File: src/rtl/life_keys_pkg.sv
// life_keys_pkg: key codes shared with the life core, plus the issue priority helper.
package life_keys_pkg;
  localparam int NBTN = 6;
  localparam logic [2:0] KEY_NONE  = 3'd0;
  localparam logic [2:0] KEY_UP    = 3'd1;
  localparam logic [2:0] KEY_DOWN  = 3'd2;
  localparam logic [2:0] KEY_LEFT  = 3'd3;
  localparam logic [2:0] KEY_RIGHT = 3'd4;
  localparam logic [2:0] KEY_SET   = 3'd5;
  localparam logic [2:0] KEY_RUN   = 3'd6;
  // Button i maps to code i+1; the lowest pending index wins.
  function automatic logic [2:0] key_of(input logic [NBTN-1:0] p);
    key_of = KEY_NONE;
    for (int i = NBTN - 1; i >= 0; i--)
      if (p[i]) key_of = 3'(i + 1);
  endfunction
endpackage

File: src/rtl/key_debounce.sv
// key_debounce: one button's synchroniser, debouncer, press edge and optional auto-repeat.
module key_debounce #(
  parameter int DEB_TICKS = 4,
  parameter int REP_DLY   = 32,
  parameter int REP_RATE  = 8,
  parameter bit REPEAT    = 1'b0
) (
  input  logic clk,
  input  logic reset,
  input  logic tick,
  input  logic btn_n,
  output logic press_evt
);
  localparam int DW = $clog2(DEB_TICKS);
  localparam int RW = $clog2(REP_DLY + 1);
  logic s1, s2, smp, state, block, flip, rep_hit;
  logic [DW-1:0] deb;
  logic [RW-1:0] rep;
  assign smp = ~s2;
  assign flip = tick && (smp != state) && (deb == DW'(DEB_TICKS - 1));
  // A tick that releases the key must not also fire a repeat.
  assign rep_hit = REPEAT && tick && state && !flip && (rep == RW'(REP_DLY - 1));
  // block suppresses keys held across reset until they are seen released.
  assign press_evt = !block && ((flip && !state) || rep_hit);
  always_ff @(posedge clk) begin
    if (!reset) begin
      s1    <= 1'b1;
      s2    <= 1'b1;
      state <= 1'b0;
      block <= 1'b1;
      deb   <= '0;
      rep   <= '0;
    end else begin
      s1 <= btn_n;
      s2 <= s1;
      if (tick) begin
        deb <= (flip || smp == state) ? '0 : deb + 1'b1;
        if (flip) state <= ~state;
        if (!state && !smp) block <= 1'b0;
      end
      if (!state || flip) rep <= '0;
      else if (tick) rep <= rep_hit ? RW'(REP_DLY - REP_RATE) : rep + 1'b1;
    end
  end
endmodule

File: src/rtl/life_keys.sv
// life_keys: front-panel controller turning debounced buttons into one-cycle key codes and cursor moves.
module life_keys
  import life_keys_pkg::*;
#(
  parameter int X         = 8,
  parameter int Y         = 8,
  parameter int LOG2X     = 3,
  parameter int LOG2Y     = 3,
  parameter int TICK_W    = 10,
  parameter int DEB_TICKS = 4,
  parameter int REP_DLY   = 32,
  parameter int REP_RATE  = 8
) (
  input  logic             clk,
  input  logic             reset,
  input  logic [NBTN-1:0]  btn_n,
  output logic [2:0]       keys,
  output logic [LOG2X-1:0] cursor_x,
  output logic [LOG2Y-1:0] cursor_y,
  output logic             busy
);
  logic [TICK_W-1:0] pres;
  logic tick;
  logic [NBTN-1:0] evt, pending, grant, pend_nxt;
  logic [2:0] k;
  logic [LOG2X-1:0] x_n;
  logic [LOG2Y-1:0] y_n;
  assign tick = &pres;
  for (genvar i = 0; i < NBTN; i++) begin : g_btn
    key_debounce #(
      .DEB_TICKS(DEB_TICKS),
      .REP_DLY  (REP_DLY),
      .REP_RATE (REP_RATE),
      .REPEAT   (i < 4)
    ) u_deb (
      .clk      (clk),
      .reset    (reset),
      .tick     (tick),
      .btn_n    (btn_n[i]),
      .press_evt(evt[i])
    );
  end
  // New events are OR-ed in after the grant clears, so a same-cycle set survives.
  assign grant    = pending & (~pending + 1'b1);
  assign pend_nxt = (pending & ~grant) | evt;
  assign k        = key_of(pending);
  assign x_n = k == KEY_LEFT  ? (cursor_x == '0 ? LOG2X'(X - 1) : cursor_x - 1'b1)
             : k == KEY_RIGHT ? (cursor_x == LOG2X'(X - 1) ? '0 : cursor_x + 1'b1)
             : cursor_x;
  assign y_n = k == KEY_UP    ? (cursor_y == '0 ? LOG2Y'(Y - 1) : cursor_y - 1'b1)
             : k == KEY_DOWN  ? (cursor_y == LOG2Y'(Y - 1) ? '0 : cursor_y + 1'b1)
             : cursor_y;
  always_ff @(posedge clk) begin
    if (!reset) begin
      pres     <= '0;
      pending  <= '0;
      busy     <= 1'b0;
      keys     <= KEY_NONE;
      cursor_x <= '0;
      cursor_y <= '0;
    end else begin
      pres     <= pres + 1'b1;
      pending  <= pend_nxt;
      busy     <= |pend_nxt;
      keys     <= k;
      cursor_x <= x_n;
      cursor_y <= y_n;
    end
  end
endmodule
File: config.mk
export PLATFORM = sky130hd
export DESIGN_NAME = life_keys
export DESIGN_NICKNAME = d
export VERILOG_FILES = /design/src/rtl/life_keys_pkg.sv /design/src/rtl/key_debounce.sv /design/src/rtl/life_keys.sv
export SDC_FILE = /design/constraint.sdc
export NUM_CORES = 1
export LEC_CHECK = 0
export BUFFER_PORTS_ARGS = -buffer_cell sky130_fd_sc_hd__buf_2
export CORE_AREA = 2 2 70 139
export DETAILED_ROUTE_END_ITERATION = 8
export DIE_AREA = 0 0 72 141
export PLACE_DENSITY = 0.57
export SLEW_MARGIN = 20
export SYNTH_ARGS = -nofsm -noshare
export SYNTH_HDL_FRONTEND = slang
export SYNTH_HIERARCHICAL = 1
export SYNTH_SLANG_ARGS = --single-unit
File: constraint.sdc
create_clock -name clk -period 3.6 [get_ports clk]
set_clock_uncertainty 0.1 [all_clocks]
set_input_delay 0 -clock clk [delete_from_list [all_inputs] [get_ports clk]]
set_output_delay 0 -clock clk [all_outputs]
set_load 0.01 [all_outputs]
==> flow_summary.rst, run 1 <==
.. list-table::
   :header-rows: 1

   * - Metric
     - Value
   * - Number of cells after detailed placement
     - between 500 and 600
   * - I/O pin count
     - 18
   * - Number of fill cells
     - 866
   * - Via count of the first global-routing pass
     - roughly 2600
   * - Largest net degree at the start of global routing
     - 48
   * - Ratio of total power to cell area
     - 449 mW/mm^2
   * - Post-synth top area cell
     - sky130_fd_sc_hd__dfxtp_1
   * - Share of the synthesized area in the top cell type
     - 44.8%
   * - Antenna violation net count after detailed routing
     - 0
   * - Total negative setup slack
     - 0 ns
   * - Maximum fanout encountered on the critical timing path
     - 32
   * - Peak VDD IR
     - 0.304 mV
   * - Max-capacitance violation count
     - 0
   * - Top cells by area, synth
     - sky130_fd_sc_hd__dfxtp_1, sky130_fd_sc_hd__ha_1, sky130_fd_sc_hd__nand2b_1, sky130_fd_sc_hd__nand2_1, sky130_fd_sc_hd__nor2_1
   * - Sinks on Clock Net
     - 86
   * - Final-report hold violation count
     - 0
   * - Final Slew Violations
     - 0
   * - Routability-driven placement congestion ratio
     - around 0.80
   * - Register bit count reported by yosys
     - 86
   * - Via count
     - roughly 2800
   * - Floorplan Core Area
     - 0.00920 mm^2
   * - Worst slew margin relative to its limit
     - 52.3%
   * - Detailed-placement wirelength estimate
     - 4.42 mm
   * - Cell count after synthesis
     - 406
   * - Post-DR wirelength/cell
     - 12.0 um
   * - Die width
     - 72 um
   * - Global route overflow
     - 0
   * - Number of rows in the core area
     - 50
   * - Min-Delay Path Class
     - in -> reg
   * - Crit end category
     - flop
   * - Final worst-path cycle share
     - 74.5%
   * - Average size of a mapped cell
     - around 9.5 um^2
   * - Type of the worst setup path
     - reg -> reg
   * - Kind of launch point of the worst setup path
     - flop
   * - Total setup violations reported at the end of the flow
     - 0
   * - Iteration count of the initial detailed-routing pass
     - 4
   * - Status
     - complete, no violations
   * - Via count normalized by instance count
     - 5.11
   * - Drc violations
     - 0
   * - All-layer global routing usage
     - 14.3%
   * - Area growth syn-to-layout
     - 14.3%
   * - Worst Tran Pin Value
     - between 0.7 and 0.8 ns
   * - Synth Warn #
     - 6
   * - Non-Filler Instances
     - between 500 and 600
   * - Final period demand of the worst path
     - 2.68 ns
   * - Setup Fix Bufs, Post-CTS
     - 0
   * - Clock tree from TritonCTS
     - done
   * - Number of buffers added by the clock tree synthesis step
     - 9
   * - Total Nets Final
     - approximately 470
   * - Number of diodes added for antenna fixing
     - 0
   * - Clock edge transition at the registers on the reported setup and hold paths
     - around 0.06 ns
   * - Cell leakage power
     - 1.75 nW
   * - Clock insertion delay at the later pin of the skew report
     - 0.34 ns
   * - # port buffers
     - 17
   * - Share of cells above drive strength 1
     - 10.7%
   * - Post-Synthesis Cell Area
     - 0.00384 mm^2
   * - Maximum buffer depth of the clock tree
     - 2
   * - Crit path DAT
     - 2.84 ns
   * - Required time worst endpoint
     - 3.76 ns
   * - Starting DRC count in detailed routing
     - 95
   * - Die extent in y
     - 141 um
   * - Max Clk Rate
     - ~370 MHz
   * - Clock Root Buffer
     - sky130_fd_sc_hd__clkbuf_16
   * - Drt total wl
     - between 6 and 7 mm
   * - Wire length of the first global-routing pass
     - around 12 mm
   * - Total Die Area
     - 0.0102 mm^2
   * - Post-synthesis cell type count
     - 42
   * - Sequential fraction of the synthesis area
     - between 40% and 50%
   * - Maximum level of the CTS H-tree
     - 3
   * - Setup repair after global routing missed its margin
     - false
   * - Initial standard-cell utilization of the core
     - 41.8%
   * - Antenna violations before repair
     - 0
   * - Syn Nets
     - ~440
[cell usage in the layout, fill, tap and decap left out, drive strengths merged, types with 7 or more instances in the layout]
cell type	n
nand3	15
nor2b	11
clkbuf	10
o21a	7
nand4	10
o21ai	7
nor2	36
a21oi	21
buf	20
dfxtp	86
a21boi	10
nor3	12
xor2	14
inv	17
ha	25
nand2	38
nand2b	24
[logic make-up after synthesis]
group	after synthesis	share of synthesized area (%)
xor gates and xnor gates	20	4.56
adders and majority gates	26	8.43
and+or+nand+nor	182	27.3
muxes	6	1.56
DFF	86	44.8
buffers and inverters	27	3.51
AOI/OAI and AO/OA	59	9.83
[per-layer routing]
| layer | wire, um | vias up | share of wire [%] | GRT usage (%) |
|---|---|---|---|---|
| met5 | 0 | - | 0 | 0 |
| met4 | 169 | 0 | 2.6 | 8.34 |
| met3 | 156 | 10 | 2.4 | 3.15 |
| met2 | 3000 | 32 | 46 | 22.0 |
| met1 | 3150 | 1257 | 49 | 18.2 |
| li1 | - | 1473 | - | - |
[flip-flops by register name, summed over array words and instances, names as in the netlist]
signal / count
g_btn.u_deb/s2: 6
pending: 6
busy: 1
g_btn.u_deb/deb: 12
cursor_y: 3
g_btn.u_deb/state: 6
g_btn.u_deb/block: 6
cursor_x: 3
g_btn.u_deb/rep: 24
pres: 10
g_btn.u_deb/s1: 6
keys: 3
[power by group]
part | switching [mW] | total [mW] | internal, mW | leakage (nW)
Clock | 0.366 | 0.972 | 0.606 | 0.152
Sequential | 0.00384 | 0.965 | 0.961 | 0.696
Combinational | 0.0190 | 0.0371 | 0.0181 | 0.900
Total | 0.389 | 1.97 | 1.58 | 1.75
[critical path, stage by stage (launching register included)]
cell and delay, ns:
sky130_fd_sc_hd__dfxtp_1 0.38, sky130_fd_sc_hd__and4_1 0.26, sky130_fd_sc_hd__nand3_1 0.14, sky130_fd_sc_hd__nor2_4 0.31
sky130_fd_sc_hd__buf_4 0.40, sky130_fd_sc_hd__and4_1 0.33, sky130_fd_sc_hd__nand4_1 0.10, sky130_fd_sc_hd__a21oi_1 0.22
sky130_fd_sc_hd__or4_1 0.16, sky130_fd_sc_hd__nor2_1 0.04, sky130_fd_sc_hd__a31oi_1 0.16
[Yosys cell counts (all sizes together)]
master and instances:
o311ai 1, maj3 1, a21boi 10, or2 1, mux2i 6, nand2b 24
and3 6, nor2 36, a31oi 1, inv 17, o21ai 7, o21a 7
nor3b 4, nand4b 6, clkbuf 3, nor2b 11, xnor2 6, and4 5
and4bb 2, nand4 10, a2111oi 1, nand2 38, nor4bb 4, o22ai 2
dfxtp 86, nor3 12, ha 25, nand3 15, buf 7, a21oi 21
and2 3, xor2 14, a22oi 1, a311oi 1, o31ai 1, a21bo 2
a211oi 4, or4 5
[per-stage QoR]
stage / worst slack, ns / instance area [um^2] / total power, mW / util [%] / hold slack (ns)
3_5_place_dp: 0.947 / 4020 / 1.02 / 43.7 / 0.0850
5_1_grt: 0.684 / 4390 / 2.05 / 47.8 / 0.106
2_1_floorplan: 0.826 / 3840 / 1.00 / - / -0.0381
4_1_cts: 0.934 / 4390 / 2.01 / 47.8 / 0.0661
6_report: 0.919 / 4390 / 1.97 / 47.8 / 0.0705
3_3_place_gp: 1.01 / 4020 / 1.02 / 43.7 / 0.0808
[final cells by class]
cell class                      instances  area [um^2]  share of cell area (%)
Clock buffer                           10          229                    5.21
Clock inverter                          6         86.3                    1.96
Inverter                               17         63.8                    1.45
Multi-Input combinational cell        293         2000                    45.4
Sequential cell                        86         1720                    39.2
Tap cell                              104          130                    2.96
Timing Repair Buffer                   26          168                    3.82
[repair_timing]
action                                 CTS  global route
resized for setup                        0             0
hold buffers                             6             0
endpoints found under the hold margin    6             0
[final timing paths]
path | from | to | slack, ns | cells after the start
worst max-delay path | pres[3]$_SDFF_PN0_ | busy$_SDFF_PN0_ | 0.92 | 10
worst min-delay path | reset | g_btn[1].u_deb/block$_SDFFE_PN1P_ | 0.07 | 3
worst max register to register | pres[3]$_SDFF_PN0_ | busy$_SDFF_PN0_ | 0.92 | 10
worst min register to register | g_btn[0].u_deb/s1$_SDFF_PN1_ | g_btn[0].u_deb/s2$_SDFF_PN1_ | 0.31 | 1
Note: power is estimated with default switching activity, not from simulation.
==> inputs of run 2 (changes only) <==
- PLACE_DENSITY: 0.57 -> 0.6
- clock period: 3.6 -> 2.2 ns (I/O delays scaled with it)
==> flow_summary.rst, run 2 (same netlist as run 1, synthesis figures left out) <==
.. list-table::
   :header-rows: 1

   * - Metric
     - Value
   * - Status
     - complete, but fails checks
   * - Violated checks
     - hold timing
   * - Starting DRC count in detailed routing
     - 89
   * - Wire length of the first global-routing pass
     - 12.2 mm
   * - Worst Tran Pin Value
     - 0.680 ns
   * - Largest register FFs
     - 24
   * - Area used by multi-input combinational logic
     - 0.00210 mm^2
   * - Iteration count of the initial detailed-routing pass
     - 4
   * - Relative contribution of combinational cells to total power
     - 2.7%
   * - Min-Delay Path Class
     - in -> reg
   * - Worst slew margin relative to its limit
     - 54.6%
   * - Max-capacitance violation count
     - 0
   * - Total cell area at the placement stage
     - 0.00418 mm^2
   * - Critical path buffer and inverter count
     - 2
   * - Detailed-placement wirelength estimate
     - about 4.5 mm
   * - Via count normalized by instance count
     - 5.12
   * - Highest-count cells in the layout ignoring fill and taps
     - sky130_fd_sc_hd__dfxtp_1, sky130_fd_sc_hd__nand2_1, sky130_fd_sc_hd__nor2_1
   * - Total Die Area
     - slightly above 0.01 mm^2
   * - Maximum buffer depth of the clock tree
     - 2
   * - Clock insertion delay at the later pin of the skew report
     - 0.34 ns
   * - Leading cell type in the layout, fill and taps excluded
     - sky130_fd_sc_hd__dfxtp_1
   * - Largest net degree at the start of global routing
     - 24
   * - Setup repair after global routing missed its margin
     - true
   * - Global route overflow
     - 0
   * - Setup slack, reg-to-reg
     - 0.005 ns
   * - Final period demand of the worst path
     - between 2 and 2.5 ns
   * - Via count
     - 2899
   * - Maximum level of the CTS H-tree
     - 3
   * - Net switching power
     - about 600 uW
   * - Number of fill cells
     - ~840
   * - Registers with the most flip-flops
     - g_btn.u_deb/rep (24), g_btn.u_deb/deb (12), pres (10)
   * - # port buffers
     - 17
   * - Number of buffers added by the clock tree synthesis step
     - 9
   * - End point of the critical path
     - busy$_SDFF_PN0_
   * - Share of cells above drive strength 1
     - 18.4%
   * - Sinks on Clock Net
     - 86
   * - Ratio of total power to cell area
     - roughly 630 mW/mm^2
   * - Number of diodes added for antenna fixing
     - 0
   * - Type of the worst setup path
     - reg -> reg
   * - Final-report hold violation count
     - 2
   * - Drc violations
     - 0
   * - Critical path depth
     - 11
   * - Floorplan Core Area
     - 0.00920 mm^2
   * - Register ranked first by flip-flop count
     - g_btn.u_deb/rep
   * - Number of rows in the core area
     - 50
   * - CTS Hold Bufs
     - 13
   * - Area growth syn-to-layout
     - 22.8%
   * - Initial standard-cell utilization of the core
     - 41.8%
   * - Peak VDD IR
     - 0.474 mV
   * - All-layer global routing usage
     - between 15 and 20%
   * - Non-Filler Instances
     - 566
   * - Storage cell area
     - between 0.0015 and 0.002 mm^2
   * - Critical path, cell by cell
     - ha_4 -> nand3_4 -> nor2_4 -> buf_12 -> buf_8 -> and4_1 -> nand4_1 -> a21oi_2 -> or4_4 -> nor2_4 -> a31oi_1
   * - RR Startpoint
     - pres[0]$_SDFF_PN0_
   * - Via count of the first global-routing pass
     - 2798
   * - Post-route design area
     - ~0.0047 mm^2
   * - Total negative setup slack
     - 0 ns
   * - I/O pin count
     - 18
   * - Cell leakage power
     - approximately 1.9 nW
   * - Antenna violations before repair
     - 0
   * - Post-route total power
     - 2.96 mW
   * - CP max-delay cell
     - sky130_fd_sc_hd__or4_4
   * - Die extent in y
     - 141 um
   * - Clock Root Buffer
     - sky130_fd_sc_hd__clkbuf_16
   * - Kind of launch point of the worst setup path
     - flop
   * - Crit end category
     - flop
   * - WHS
     - -0.0894 ns
   * - Crit path DAT
     - 2.28 ns
   * - Critical Path Start
     - pres[0]$_SDFF_PN0_
   * - Required time worst endpoint
     - roughly 2.3 ns
   * - Post-DR wirelength/cell
     - 12.3 um
   * - Part of the power in registers
     - 53.5%
   * - Largest delay contributor family on the critical path
     - simple AND/OR/NAND/NOR gates
   * - Number of cells after detailed placement
     - 531
   * - Clock edge transition at the registers on the reported setup and hold paths
     - 0.06 ns
   * - Net switching fraction of the power
     - 20.4%
   * - Clock tree from TritonCTS
     - done
   * - Antenna violation net count after detailed routing
     - 0
   * - Drt total wl
     - about 7.0 mm
   * - Total setup violations reported at the end of the flow
     - 0
   * - Die width
     - around 70 um
   * - Max Clk Rate
     - around 460 MHz
   * - Final Slew Violations
     - 0
   * - Power Internal
     - 2.35 mW
   * - Routability-driven placement congestion ratio
     - just under 0.8
   * - Crit-path most repeated cell
     - sky130_fd_sc_hd__nor2_4
   * - Reg-to-reg endpoint
     - busy$_SDFF_PN0_
   * - Depth of the worst register-to-register path
     - 11
   * - Crit-path max cell delay
     - 0.53 ns
   * - Total Nets Final
     - 493
   * - Proportion of power drawn by the clock network
     - 43.9%
   * - Final worst-path cycle share
     - around 100%
   * - Maximum fanout encountered on the critical timing path
     - 5
## run 2: cell count changes in the layout (fill, tap and decap cells not counted), sizes merged
cell	change
dlygate4sd3	+7
bufinv	-2
bufbuf	+1
clkinvlp	-1
buf	+19
## run 2: how the worst min path moves through the flow
stage / startpoint / endpoint / slack [ns] / cells past startpoint
6_report: reset / g_btn[2].u_deb/deb[0]$_SDFFE_PN0P_ / -0.09 / 2
5_1_grt: reset / g_btn[2].u_deb/deb[0]$_SDFFE_PN0P_ / -0.07 / 2
4_1_cts: reset / g_btn[2].u_deb/deb[0]$_SDFFE_PN0P_ / -0.09 / 2
3_5_place_dp: btn_n[1] / g_btn[1].u_deb/s1$_SDFF_PN1_ / 0.08 / 2
3_3_place_gp: btn_n[3] / g_btn[3].u_deb/s1$_SDFF_PN1_ / 0.08 / 2
2_1_floorplan: reset / g_btn[0].u_deb/block$_SDFFE_PN1P_ / -0.04 / 1
## run 2: worst reg2reg max path, stage by stage, from the launching register on
cell                      delay [ns]
sky130_fd_sc_hd__dfxtp_2        0.34
sky130_fd_sc_hd__ha_4           0.18
sky130_fd_sc_hd__nand3_4        0.08
sky130_fd_sc_hd__nor2_4         0.05
sky130_fd_sc_hd__buf_12         0.13
sky130_fd_sc_hd__buf_8          0.13
sky130_fd_sc_hd__and4_1         0.18
sky130_fd_sc_hd__nand4_1        0.09
sky130_fd_sc_hd__a21oi_2        0.07
sky130_fd_sc_hd__or4_4          0.53
sky130_fd_sc_hd__nor2_4         0.11
sky130_fd_sc_hd__a31oi_1        0.07
## run 2: stage by stage
step	hold WS [ns]	util [%]	setup slack (ns)
final	-0.0894	51.4	0.00547
after global routing	-0.0716	51.4	-0.0737
after CTS	-0.0881	50.9	-0.0260
after detailed placement	0.0825	45.5	-0.0321
after global placement	0.0787	45.5	-0.000786
after floorplan	-0.0381	-	-0.0351
## run 2: what timing repair did
item / CTS / global route
setup buffers: 7 / 1
pin swaps: 6 / 6
hold endpoints to repair: 11 / 2
setup endpoints to repair: 1 / 5
cloned: 1 / 0
gates resized for setup: 8 / 10
## run 2: metal layers
metal | share of wire (%) | track usage (%) | wire (um)
met5 | 0 | 0 | 0
met4 | 2.1 | 7.05 | 149
met3 | 3.0 | 3.93 | 212
met2 | 49 | 25.0 | 3430
met1 | 46 | 18.0 | 3180
## run 2: area by class of cell
type	count	share of cell area, %
Multi-Input combinational cell	293	44.4
Clock inverter	3	0.318
Timing Repair Buffer	53	9.70
Clock buffer	10	4.85
Inverter	17	1.35
Sequential cell	86	36.6
Tap cell	104	2.75
## run 2: power by group through the flow
| stage | Clock, mW | Sequential (mW) | Combinational, mW |
|---|---|---|---|
| CTS | 1.34 | 1.58 | 0.0785 |
| finish | 1.30 | 1.58 | 0.0789 |
| global placement | 0 | 1.61 | 0.0617 |
| detailed placement | 0 | 1.61 | 0.0618 |
| global route | 1.39 | 1.58 | 0.0880 |
| floorplan | 0 | 1.61 | 0.0311 |
